<file path="config.mk">
export PLATFORM = sky130hd
export DESIGN_NAME = tom_bus_arbiter
export DESIGN_NICKNAME = d
export VERILOG_FILES = /design/src/rtl/tom_bus_arbiter.sv
export SDC_FILE = /design/constraint.sdc
export NUM_CORES = 1
export LEC_CHECK = 0
export BUFFER_PORTS_ARGS = -buffer_cell sky130_fd_sc_hd__buf_4
export CORE_MARGIN = 4
export CORE_UTILIZATION = 40
export DETAILED_ROUTE_END_ITERATION = 6
export GPL_TIMING_DRIVEN = 0
export PLACE_DENSITY = 0.71
export SYNTH_ARGS = -nofsm -noshare
export SYNTH_HDL_FRONTEND = slang
export SYNTH_SLANG_ARGS = --single-unit
</file>
<file path="constraint.sdc">
create_clock -name sys_clk -period 5.6 [get_ports sys_clk]
set_input_delay 1.12 -clock sys_clk [delete_from_list [all_inputs] [get_ports sys_clk]]
set_output_delay 1.12 -clock sys_clk [all_outputs]
set_load 0.005 [all_outputs]
</file>
<file path="src/rtl/tom_bus_arbiter.sv">
// Fixed-priority main-bus arbiter for TOM: one-hot registered grant, enforced
// turnaround gap between owners, and tenure-bounded preemption by higher masters.

module tom_bus_arbiter_lane (
  input  logic req_i,
  input  logic above_i,
  output logic win_o,
  output logic above_o
);
  // above_i: some higher-priority (lower-index) master is requesting
  assign win_o   = req_i & ~above_i;
  assign above_o = above_i | req_i;
endmodule

module tom_bus_arbiter #(
  parameter int N        = 8,
  parameter int MAX_HOLD = 16,
  parameter int TURN     = 1
) (
  input  logic                 sys_clk,
  input  logic                 xresetl,
  input  logic [N-1:0]         req,
  output logic [N-1:0]         gnt,
  output logic [$clog2(N)-1:0] owner,
  output logic                 busy,
  output logic                 aen,
  output logic                 preempt
);
  localparam int OW = $clog2(N);
  localparam int HW = (MAX_HOLD > 0) ? $clog2(MAX_HOLD + 1) : 1;
  localparam bit PREEMPT_EN = (MAX_HOLD != 0);
  localparam logic [HW-1:0] HOLD_MAX  = HW'(MAX_HOLD);
  localparam logic [HW-1:0] HOLD_LAST = (MAX_HOLD > 0) ? HW'(MAX_HOLD - 1) : '0;
  localparam logic [3:0]    TURN_LAST = 4'(TURN - 1);

  typedef enum logic [1:0] {IDLE, OWN, RELEASE} state_t;

  state_t          state_q, state_d;
  logic [N-1:0]    gnt_q, gnt_d;
  logic [OW-1:0]   owner_q, owner_d;
  logic            busy_q, busy_d;
  logic            aen_q, aen_d;
  logic            preempt_q, preempt_d;
  logic [HW-1:0]   hold_q, hold_d;
  logic [3:0]      turn_q, turn_d;

  logic [N:0]      above;
  logic [N-1:0]    win;
  logic [OW-1:0]   win_idx;
  logic            hp_wait;

  // Priority chain: above[i] = any req[j] with j < i; above[N] = any request.
  assign above[0] = 1'b0;
  tom_bus_arbiter_lane u_lane [N-1:0] (
    .req_i   (req),
    .above_i (above[N-1:0]),
    .win_o   (win),
    .above_o (above[N:1])
  );

  always_comb begin
    win_idx = '0;
    for (int i = 0; i < N; i++)
      if (win[i]) win_idx = win_idx | OW'(i);
  end

  assign hp_wait = above[owner_q];

  always_comb begin
    state_d   = state_q;
    gnt_d     = gnt_q;
    owner_d   = owner_q;
    hold_d    = hold_q;
    turn_d    = turn_q;
    preempt_d = 1'b0;
    unique case (state_q)
      IDLE: begin
        if (above[N]) begin
          state_d = OWN;
          gnt_d   = win;
          owner_d = win_idx;
          hold_d  = '0;
        end
      end
      OWN: begin
        if (!req[owner_q]) begin
          state_d = RELEASE;
          gnt_d   = '0;
          turn_d  = '0;
        // Saturated counter keeps the condition true, so a late higher request still preempts.
        end else if (PREEMPT_EN && (hold_q >= HOLD_LAST) && hp_wait) begin
          state_d   = RELEASE;
          gnt_d     = '0;
          turn_d    = '0;
          preempt_d = 1'b1;
        end else if (hold_q != HOLD_MAX) begin
          hold_d = hold_q + 1'b1;
        end
      end
      RELEASE: begin
        if (turn_q == TURN_LAST) state_d = IDLE;
        else                     turn_d  = turn_q + 4'd1;
      end
      default: begin
        state_d = IDLE;
        gnt_d   = '0;
      end
    endcase
    busy_d = (state_d != IDLE);
    aen_d  = |gnt_d;
  end

  always_ff @(posedge sys_clk or negedge xresetl) begin
    if (!xresetl) begin
      state_q   <= IDLE;
      gnt_q     <= '0;
      owner_q   <= '0;
      busy_q    <= 1'b0;
      aen_q     <= 1'b0;
      preempt_q <= 1'b0;
      hold_q    <= '0;
      turn_q    <= '0;
    end else begin
      state_q   <= state_d;
      gnt_q     <= gnt_d;
      owner_q   <= owner_d;
      busy_q    <= busy_d;
      aen_q     <= aen_d;
      preempt_q <= preempt_d;
      hold_q    <= hold_d;
      turn_q    <= turn_d;
    end
  end

  assign gnt     = gnt_q;
  assign owner   = owner_q;
  assign busy    = busy_q;
  assign aen     = aen_q;
  assign preempt = preempt_q;
endmodule

</file>
==> results of run 1 <==
## synthesized netlist by cell type, drive strengths merged
master	count	area [sq um]
mux2	2	30.0
a31o	1	8.76
o2111a	1	12.5
a221o	1	10.0
mux2i	1	10.0
xor2	1	8.76
o22ai	2	12.5
o31a	1	10.0
a41oi	1	8.76
a22o	2	18.8
dfrtp	25	626
a21o	3	23.8
a211o	1	8.76
nand2b	1	6.26
buf	1	11.3
mux4	2	52.6
nor3	6	30.0
nor4	4	40.0
o21ai	13	68.8
nand4	2	12.5
a2bb2oi	1	8.76
and3	2	12.5
a21oi	10	50.1
ha	5	62.6
a31oi	1	6.26
a311oi	1	8.76
inv	13	48.8
o31ai	2	28.8
and4	1	8.76
nand3b	1	7.51
nand3	6	30.0
o311ai	2	17.5
a211oi	1	20.0
nand2	19	71.3
nor2	16	60.1
nor2b	1	6.26
xnor2	1	8.76
clkbuf	3	11.3
o21a	2	15.0
## sequential cells by signal (all words and copies together), names as in the netlist
signal / cells
owner: 3
busy: 1
turn_q: 4
preempt: 1
aen: 1
gnt: 8
hold_q: 5
state_q: 2
## power by group
part | internal, W | total [W] | switching (W)
combinational | 0.000153 | 0.000359 | 0.000205
clock | 0.0000509 | 0.000108 | 0.0000576
sequential | 0.000221 | 0.000258 | 0.0000366
## metrics by stage
stage	hold WS (ns)	instances	util [%]	total power [W]	setup WS, ns
after floorplan	0.495	159	-	0.000498	3.10
after global placement	0.523	228	49.7	0.000607	2.82
after detailed placement	0.542	228	49.7	0.000615	2.80
after CTS	0.555	232	51.0	0.000729	3.08
after global routing	0.569	232	51.0	0.000782	2.93
final	0.546	232	51.0	0.000725	3.08
## how the worst min path moves through the flow
stage                    from   endpoint
global route           gnt[1]     gnt[1]
finish              turn_q[0]  turn_q[0]
detailed placement     gnt[1]     gnt[1]
floorplan           hold_q[4]  hold_q[4]
global placement    turn_q[0]  turn_q[0]
CTS                    gnt[1]     gnt[1]
## cells by family after synthesis
group | after synthesis | synth area share [%]
flip-flops | 25 | 41.9
AO/OA/AOI/OAI | 46 | 22.6
multiplexers | 5 | 6.20
buffers and inverters | 17 | 4.78
AND/OR/NAND/NOR | 59 | 19.1
XOR/XNOR | 2 | 1.17
adder cells (fa/ha/maj) | 5 | 4.19
## critical path: stages
cell and delay, ns:
buf_4 0.14, nor4_4 0.41, o2111a_2 0.32, o31ai_4 0.11, a21o_2 0.28, a211o_1 0.30
## per-layer routing
metal | vias to the layer above | wire, um | GRT usage [%] | part of all wire [%]
met5 | - | 0 | 0 | 0
met4 | 0 | 56 | 5.86 | 1.6
met3 | 5 | 207 | 3.20 | 6.0
met2 | 41 | 1670 | 24.8 | 48
met1 | 635 | 1550 | 21.1 | 44
li1 | 632 | - | - | -
## area by class of cell
| cell class | instances | area [sq um] | share of cell area [%] |
|---|---|---|---|
| Inverter | 13 | 48.8 | 2.76 |
| Clock buffer | 4 | 45.0 | 2.55 |
| Tap cell | 46 | 57.6 | 3.26 |
| Multi-Input combinational cell | 117 | 796 | 45.0 |
| Buffer | 4 | 22.5 | 1.27 |
| Sequential cell | 25 | 626 | 35.4 |
| Timing Repair Buffer | 23 | 173 | 9.77 |
==> results list, run 1 <==
* Number of standard-cell rows in the floorplan: 21
- After routing, the total negative slack on setup checks comes to 0 ns.
- The worst setup path is launched from an input port.
- The smallest clock period supported by the final layout is computed as roughly 2.5 ns.
- Proportion of synthesized chip area in sequential cells: between 40% and 50%
* Worst path arrival time: about 2.7 ns
* Number of vias after detailed routing: ~1,300
* Clock tree buffer depth: 2
* Leading cell types in the layout, fill and taps excluded: dfrtp_1, buf_4, nand2_1, nor2_1, inv_1
* Required time of the worst setup path: about 5.8 ns
* Final Skew: 0.00135 ns
- Hold violation count in the final report: 0
- Fmax: just under 400 MHz
* Number of buffers inserted by post-CTS setup repair: 0
* Critical Path Fanout Max: 9
- Initial Utilization: roughly 43%
- Of the cells placed in the final design, the portion with a size suffix greater than 1 is about 20%.
* IO Pins: 24
* Mean Syn Cell Area: between 9 and 10 sq um
- Number of violations reported at the end of detailed-routing iteration 0: 98
- The final critical path takes up approximately 45% of the cycle.
- Worst supply voltage drop on vdd: roughly 0.15 mV
- The via count of the first global-routing pass is approximately 1,300.
* CTS root buf: clkbuf_8
* CTS buffer count: 3
- Commonest non-fill, non-tap cell in the layout: dfrtp_1
- The flow ran to the end, and the final reports show no timing, DRC or antenna violations.
* Worst slew pin tran: ~1.1 ns
- Count of state elements after synthesis: 25
- The die covers 4770 sq um.
- Max Cap Violations: 0
- Design Area, Final: ~1800 sq um
- DR WL/cell: ~15 um
- Depth of the worst register-to-register path: 7
- DRC violations left: 0
* Placeable core region: roughly 3500 sq um
- Critical path origin: req[0]
* Standby leakage power: just over 0.8 nW
- Power spread over the standard cell area amounts to between 400 and 500 nW/um^2.
- TritonCTS built the clock tree.
- Nature of the critical path endpoint: flop
* Count of different cell masters after synthesis: between 40 and 50
- Fin nets: 202
- Detailed Route WL: around 3500 um
- The Yosys step of the flow raised 0 warnings.
- Antenna Cells: 0
- Largest net degree at the start of global routing: 26
- Post-route ant nets: 0
* First-pass iteration count of the detailed router: 4
* All-layer global routing usage: about 16%
- After detailed routing, the number of vias per cell comes to 5.66.
- The die is roughly 70 um tall.
- RSZ-0062 raised after global routing: no
* Reg-to-Reg End: hold_q[2]
- Remaining global-route overflow: 0
- Synthesis produced around 160 cells.
- CTS resizes: 0
- Summing all placed instances gives a cell area of between 1500 and 2000 sq um.
- Number of nets produced by synthesis: between 150 and 200
* Final weighted congestion in routability-driven placement: just under 0.9
- Along the worst hold path, the cell count comes to 1.
- Count of filler cells inserted in the layout: ~340
- Setup violations remaining at the end of the flow were counted as 0.
- The startpoint identified for the worst register-to-register timing path is hold_q[1].
* Number of antenna violations at the first check in global routing: 0
* Final-report max-slew violation count: 0
- Placed wire-length estimate: around 2600 um
- CTS built an H-tree with a depth of 1.
- Slew headroom: about a quarter
- First-pass GRT wire length: slightly above 6000 um
* Setup crit end: hold_q[2]
- Hold Crit Class: flop to flop
* Die span in x: approximately 70 um
- R2R setup slack: ~3.3 ns
- Clock-pin slew was measured on the worst setup and hold paths at around 0.090 ns.
* Synthesis-to-layout area growth: 18.4%
- Crit Path Class: input port to flop
- Port bufs: 23
* Clock latency of the later-clocked register in the worst-skew pair: 0.27 ns
* Hold-fix buffer count after cts: 0
- Synthesized cell area: about 1500 sq um
- CTS saw 25 sinks.
Note: power is estimated with default switching activity, not from simulation.
==> inputs of run 2 (changes only) <==
==> constraint.sdc (replaced) <==
create_clock -name sys_clk -period 2.4 [get_ports sys_clk]
set_input_delay 0.48 -clock sys_clk [delete_from_list [all_inputs] [get_ports sys_clk]]
set_output_delay 0.48 -clock sys_clk [all_outputs]
set_load 0.005 [all_outputs]
==> run 2 against run 1 <==
Effect of this change:
- wire length grew 0.17%
- cell count is the same
- register-to-register slack lost 3.0 ns
- hold slack lost 0.44 ns
- critical path depth grew 1
- sequential share of layout area shrank 0.10 points
- via count is the same
- combinational power grew 130%
- cell area grew 0.28%
- sequential power grew 130%
- clock skew is essentially flat
- largest cell class unchanged
==> results list, run 2 (same netlist as run 1, synthesis figures left out) <==
- Worst Setup Slack post-DPL: 0.0977 ns (-2.70 ns)
- Synthesis-to-layout area growth: 18.8%
* Largest net degree at the start of global routing: 26 (unchanged)
- Fin nets: 202 (unchanged)
* Die span in x: 69.1 um (unchanged)
* Worst supply voltage drop on vdd: 0.343 mV (+130%)
- Remaining global-route overflow: 0 (unchanged)
* Number of violations reported at the end of detailed-routing iteration 0: 95 (-3.1%)
- Launch instance of the worst register-to-register path: hold_q[1]
- Clock tree buffer depth: 2 (unchanged)
- Placeable core region: 3470 sq um (unchanged)
* Number of standard-cell rows in the floorplan: 21 (unchanged)
- CTS HTree Levels: 1 (unchanged)
- The final routed wirelength across all metal layers is 3480 um (+0.17%).
- Finished Core Util: 51.1% (+0.14 points)
- Setup WS post-layout: 0.239 ns (-2.84 ns)
* Commonest non-fill, non-tap cell in the layout: dfrtp_1
- Setup tns final: 0 ns (unchanged)
* Post-route ant nets: 0 (unchanged)
- The leakage power total came to 0.811 nW (+0.13%).
* Count of filler cells inserted in the layout: 336 (-0.30%)
- DRC violations left: 0 (unchanged)
- The signal arrival time at the worst endpoint is 2.32 ns (-0.36 ns).
* Critical Path Fanout Max: 9 (unchanged)
- IO Pins: 24 (unchanged)
- The path class of the tightest hold or removal check is input port to asynchronous set/reset pin.
* Placed wire-length estimate: 2610 um (unchanged)
* Vias in the first global route: 1,279 (unchanged)
* Post-DR vias/cell: 5.66 (unchanged)
* Shortest period the worst path allows: 2.16 ns
- Required time of the worst setup path: 2.56 ns (-3.20 ns)
- Max Cap Violations: 0 (unchanged)
- The register cell area after layout is 626 sq um (unchanged).
- The flow ran to the end, and the final reports show no timing, DRC or antenna violations.
- CTS clk-pin slew, worst paths: 0.09 ns (about the same)
- Clock latency of the later-clocked register in the worst-skew pair: 0.27 ns (about the same)
* R2R setup slack: 0.24 ns (-3.04 ns)
- The top cell types in the final layout, fill and taps aside, are dfrtp_1, buf_4, nand2_1, nor2_1, inv_1.
- The worst setup path is launched from a flop.
- The final max-slew violation count was 0 (unchanged).
* Crit Path Class: flop to flop
- RSZ-0062 raised after global routing: no
- Port bufs: 23 (unchanged)
- The total inserted antenna cells was 0 (unchanged).
* DR WL/cell: 15.0 um (+0.17%)
- The final hold violation count is 0 (unchanged).
- Derived from the worst setup path, the maximum achievable clock frequency is around 460 MHz.
- Number of flip-flops under the largest register name: 8 (unchanged)
* Slew headroom: 25.7% (unchanged)
- The area of the multi-input gates was 801 sq um (+0.63%).
* Hold WS: 0.102 ns (-0.444 ns)
* Final worst path period share: between 90 and 100%
- All-layer global routing usage: 15.7% (unchanged)
- CTS buffer count: 3 (unchanged)
* First-pass GRT wire length: 6180 um (unchanged)
* Fraction of final layout cells sized beyond drive strength 1: 21.0% (+0.54 points)
- Final Skew: 0.00116 ns (-0.000181 ns)
- In this run the critical register-to-register path is captured at hold_q[2].
- Die extent in y: 69.1 um (unchanged)
* Full die area: 4770 sq um (unchanged)
- The starting density of the core came to 43.0% (unchanged).
- CTS root buf: clkbuf_8
- The number of buffers inserted by hold repair at cts is 0 (unchanged).
- The areal power density over the cells came to 954 nW/um^2 (+130%).
- The worst setup path is captured at a flop.
- Power, Total: 0.00169 W (+130%)
* TritonCTS clock tree: yes
- Worst slew pin tran: 1.10 ns (unchanged)
- The setup-violating endpoint count in the final report was 0 (unchanged).
- The initial antenna violation count came to 0 (unchanged).
- The worst reg-to-reg path cell count is 7 (unchanged).
- Clock Sink Count: 25 (unchanged)
- The routability congestion estimate was 0.867 (unchanged).
- The first-pass iteration count of the detailed router came to 4 (unchanged).
* Number of vias after detailed routing: 1,313 (unchanged)
==> run 2: changes by cell type in the layout (fill, tap and decap cells not counted) <==
cell / delta
nor3_2: +1
nor3_1: -1
==> run 2: stage by stage <==
stage	std cells	instance area (sq um)
global placement	228	1720
floorplan	159	1490
finish	232	1770
CTS	232	1770
detailed placement	228	1720
global route	232	1770
==> run 2: how the worst max path moves through the flow <==
stage,depth (start not counted),end,startpoint
4_1_cts,7,hold_q[2],hold_q[1]
3_5_place_dp,7,hold_q[2],hold_q[1]
3_3_place_gp,7,hold_q[2],hold_q[0]
5_1_grt,6,turn_q[1],turn_q[0]
2_1_floorplan,7,hold_q[2],hold_q[0]
6_report,7,hold_q[2],hold_q[1]
==> run 2: repair_timing <==
| item | 4_1_cts | 5_1_grt |
|---|---|---|
| gates resized for setup | 0 | 1 |
| setup buffers | 0 | 0 |
| endpoints found under the setup margin | 0 | 5 |
==> run 2: where the power goes <==
| part | leakage, nW | internal (W) | switching [W] | total (W) |
|---|---|---|---|---|
| clock network | 0.0228 | 0.000119 | 0.000135 | 0.000253 |
| registers | 0.333 | 0.000516 | 0.0000855 | 0.000602 |
| logic | 0.455 | 0.000357 | 0.000479 | 0.000837 |
==> run 2: critical path, stage by stage (launching register included) <==
cell	delay, ns
dfrtp_1	0.42
ha_1	0.21
and3_1	0.18
ha_1	0.19
nor3_2	0.30
o31ai_4	0.17
a21o_2	0.28
a211o_1	0.30
==> run 2: layout make-up <==
cell class / count / share of cell area [%]
plain buffers: 4 / 1.27
clock buffers: 4 / 2.54
inverters: 13 / 2.75
multi-input cells: 117 / 45.2
flip-flops and latches: 25 / 35.3
well taps: 46 / 3.25
repair buffers: 23 / 9.74
==> run 2: routing by layer <==
metal	share of wire [%]	track usage, %	wire length (um)	vias up
met4	1.6	5.86	56	0
met2	48	24.8	1660	41
met5	0	0	0	-
met1	45	21.1	1550	635
met3	5.9	3.20	207	5
li1	-	-	-	632
==> inputs of run 3 (changes only) <==
--- a/config.mk
+++ b/config.mk
@@ -5,12 +5,13 @@
 export SDC_FILE = /design/constraint.sdc
 export NUM_CORES = 1
 export LEC_CHECK = 0
+export ABC_AREA = 1
 export BUFFER_PORTS_ARGS = -buffer_cell sky130_fd_sc_hd__buf_4
 export CORE_MARGIN = 4
 export CORE_UTILIZATION = 40
 export DETAILED_ROUTE_END_ITERATION = 6
 export GPL_TIMING_DRIVEN = 0
-export PLACE_DENSITY = 0.71
+export PLACE_DENSITY = 0.7
 export SYNTH_ARGS = -nofsm -noshare
 export SYNTH_HDL_FRONTEND = slang
 export SYNTH_SLANG_ARGS = --single-unit
==> run 3 against run 2 <==
Effect of this change:
- combinational power is 0.6% higher
- critical path depth rose by 5
- flip-flop and latch count stayed put
- clock power grew 4%
- wire length is 0.55% lower
- clock skew grew 0.0038 ns
- global-route usage fell by 0.94 points
- count of clock-buffer cells in the layout is 1 lower
==> results list, run 3 <==
- The critical path is of the flop to flop type.
* Vias in the first global route: 1,422 (+11%)
* Number of buffers inserted by post-CTS setup repair: 0 (unchanged)
- The final critical-path share of the clock period came to 85.6% (-4.5 points).
* Flop pwr share: 36.2% (+0.6 points)
- Full die area: 5050 sq um (+5.7%)
* Standby leakage power: 1.00 nW (+23%)
* Design internal power: 0.000960 W (-3.3%)
- CTS resizes: 0 (unchanged)
- The areal power density over the cells is 925 nW/um^2 (-3.0%).
* CTS HTree Levels: 1 (unchanged)
- Count of state elements after synthesis: 25 (unchanged)
- First-pass GRT wire length: 6070 um (-1.9%)
- Nature of the critical path endpoint: flop
- The total inserted antenna cells was 0 (unchanged).
- The signal arrival time at the worst endpoint is 2.25 ns (-0.07 ns).
- CTS clk-pin slew, worst paths: 0.09 ns (about the same)
* Remaining global-route overflow: 0 (unchanged)
* Critical Path Fanout Max: 9 (unchanged)
- Slew headroom: 59.3% (+34 points)
* Startpoint type of the worst setup path: flop
* Die extent in y: 71.0 um (+2.8%)
- The tree is rooted in a clkbuf_8.
* Setup tns final: 0 ns (unchanged)
* FFs w/ async S/R, synth: 100% (unchanged)
* Fin nets: 262 (+30%)
- Leaving out fill and tap cells, the most frequent cell in the layout is nand2_1.
- The maximum clock frequency is 487 MHz (+5.2%).
- The most used flip-flop cell after synthesis is dfrtp_1.
* Final-report max-slew violation count: 0 (unchanged)
- TritonCTS built the clock tree.
- Number of standard-cell rows in the floorplan: 22 (+4.8%)
- Hold Crit Class: input port to asynchronous set/reset pin
- The commonest cells after synthesis are nand2_1, inv_1, dfrtp_1, nor2_1, nand3_1.
- The via count was 1,478 (+13%).
- The worst reg-to-reg path cell count came to 12 (+5).
- RSZ-0062 raised after global routing: no
- Proportion of synthesized chip area in sequential cells: 39.4% (-2.5 points)
- The first-pass iteration count of the detailed router came to 4 (unchanged).
- Post-DR vias/cell: 5.03 (-11%)
- The switching power share of the total is 44.6% (+3.3 points).
* Reg-to-Reg End: hold_q[3]
- The post-route minimum period came to 2.05 ns (-0.108 ns).
* IO Pins: 24 (unchanged)
- The run finished with clean final reports.
- The warning count from the yosys run came to 0 (unchanged).
- Port bufs: 23 (unchanged)
- The number of inserted filler cells in the final layout came to 405 (+21%).
* DRC violations left: 0 (unchanged)
* Worst supply voltage drop on vdd: 0.363 mV (+5.7%)
- Placed wire-length estimate: 2740 um (+5.2%)
- Max Cap Violations: 0 (unchanged)
- EDFF count, synth: 0 (unchanged)
- Logic gate share of total power: 48.6% (-0.8 points)
- DR WL/cell: 11.8 um (-22%)
* Number of violations reported at the end of detailed-routing iteration 0: 86 (-9.5%)
- The biggest area contributor in the post-synthesis netlist is dfrtp_1.
- The final hold violation count is 0 (unchanged).
- Final Skew: 0.00497 ns (+0.00380 ns)
- In this run the critical register-to-register path is launched from hold_q[0].
- Proportion of power drawn by the clock network: 15.2% (+0.2 points)
- Number of nets produced by synthesis: 234 (+34%)
* Clock latency of the later-clocked register in the worst-skew pair: 0.27 ns (about the same)
- Top cell type's share of synthesized area: 39.4% (-2.5 points)
- The area of the core is 3740 sq um (+7.9%).
- Relative to the synthesized area, the layout overhead comes to 17.8%.
* Main area contributors after synthesis: dfrtp_1, nand2_1, inv_1, nand3_1, nor2_1
- Synthesized instance count: 219 (+38%)
* Synthesized cell area: 1590 sq um (+6.5%)
- Number of antenna violations at the first check in global routing: 0 (unchanged)
- Final weighted congestion in routability-driven placement: 0.859 (-0.92%)
- Top-count cell post-synth: nand2_1
- Detailed Route WL: 3460 um (-0.55%)
- The switching component of the power came to 0.000772 W (+10%).
* Number of flip-flops under the largest register name: 8 (unchanged)
- The required time of the worst setup path is 2.59 ns (+0.03 ns).
- Setup Viol. Count Final: 0 (unchanged)
* R2R setup slack: 0.35 ns (+0.11 ns)
- Worst slew pin tran: 0.608 ns (-0.494 ns)
- Count of different cell masters after synthesis: 29 (-34%)
- All-layer global routing usage: 14.7% (-0.94 points)
- The number of buffers inserted by hold repair at cts is 0 (unchanged).
- Clock Sink Count: 25 (unchanged)
* Post-route ant nets: 0 (unchanged)
- Finished Core Util: 50.0% (-1.1 points)
* Mean Syn Cell Area: 7.26 sq um (-23%)
* Leading cell types in the layout, fill and taps excluded: nand2_1, inv_1, dfrtp_1, buf_4, nor2_1
- Initial Utilization: 42.4% (-0.59 points)
- The die boundary width came to 71.0 um (+2.8%).
* Fraction of final layout cells sized beyond drive strength 1: 19.5% (-1.5 points)
- CTS buffer count: 3 (unchanged)
* Clock tree buffer depth: 2 (unchanged)
* Largest net degree at the start of global routing: 26 (unchanged)
-- run 3: logic make-up after synthesis --
kind of cell / count (synthesis) / share of synthesized area [%]
adder cells (fa/ha/maj): 5 / 3.94
AO/OA/AOI/OAI: 28 / 9.84
AND/OR/NAND/NOR: 123 / 37.1
flip-flops: 25 / 39.4
buffers and inverters: 37 / 9.21
XOR/XNOR: 1 / 0.551
-- run 3: per-layer routing --
layer	track usage, %	share of wire, %	up-vias	wire [um]
met2	23.3	46	30	1590
li1	-	-	762	-
met5	0	0	-	0
met4	6.26	2.1	0	74
met3	2.27	4.6	8	159
met1	20.0	47	678	1640
-- run 3: critical path: stages, from the launching register on --
cell and delay [ns]:
dfrtp_1 0.40, ha_1 0.21, nand2_1 0.08, nor2_1 0.04
ha_1 0.16, or2_1 0.20, nor2_1 0.14, a21oi_2 0.06
nand2_4 0.13, nor2_2 0.07, nor3_4 0.30, nand3_1 0.10
o21ai_0 0.09
-- run 3: cell type report --
class | count | area, sq um | share of cell area [%]
multi-input combinational | 157 | 817 | 43.6
sequential | 25 | 626 | 33.4
timing repair buffer | 23 | 173 | 9.22
inverter | 35 | 131 | 7.02
tap | 48 | 60.1 | 3.21
clock buffer | 3 | 41.3 | 2.21
buffer | 2 | 15.0 | 0.802
clock inverter | 1 | 8.76 | 0.468
-- run 3: worst max path at each step --
stage	cells past startpoint	startpoint	to	slack, ns
finish	12	hold_q[0]	hold_q[3]	0.35
CTS	12	hold_q[0]	hold_q[3]	0.32
floorplan	12	hold_q[0]	hold_q[3]	0.55
detailed placement	12	hold_q[0]	hold_q[3]	0.35
global placement	12	hold_q[0]	hold_q[3]	0.39
global route	12	hold_q[0]	hold_q[3]	0.19
-- run 3: through the flow --
stage | hold WS (ns) | std cells | setup WS, ns | power, W | instance area [sq um]
after CTS | 0.0993 | 294 | 0.317 | 0.00175 | 1870
after global placement | 0.403 | 290 | 0.388 | 0.00146 | 1820
after floorplan | 0.184 | 219 | 0.546 | 0.00120 | 1590
final | 0.0929 | 294 | 0.347 | 0.00173 | 1870
after detailed placement | 0.404 | 290 | 0.347 | 0.00148 | 1820
after global routing | 0.113 | 294 | 0.192 | 0.00190 | 1870
-- run 3: power groups by stage --
stage	Combinational (W)	Sequential (W)	Clock, W
after floorplan	0.000576	0.000622	0
final	0.000842	0.000627	0.000263
after global routing	0.000968	0.000646	0.000287
after CTS	0.000850	0.000628	0.000273
after global placement	0.000824	0.000636	0
after detailed placement	0.000846	0.000635	0
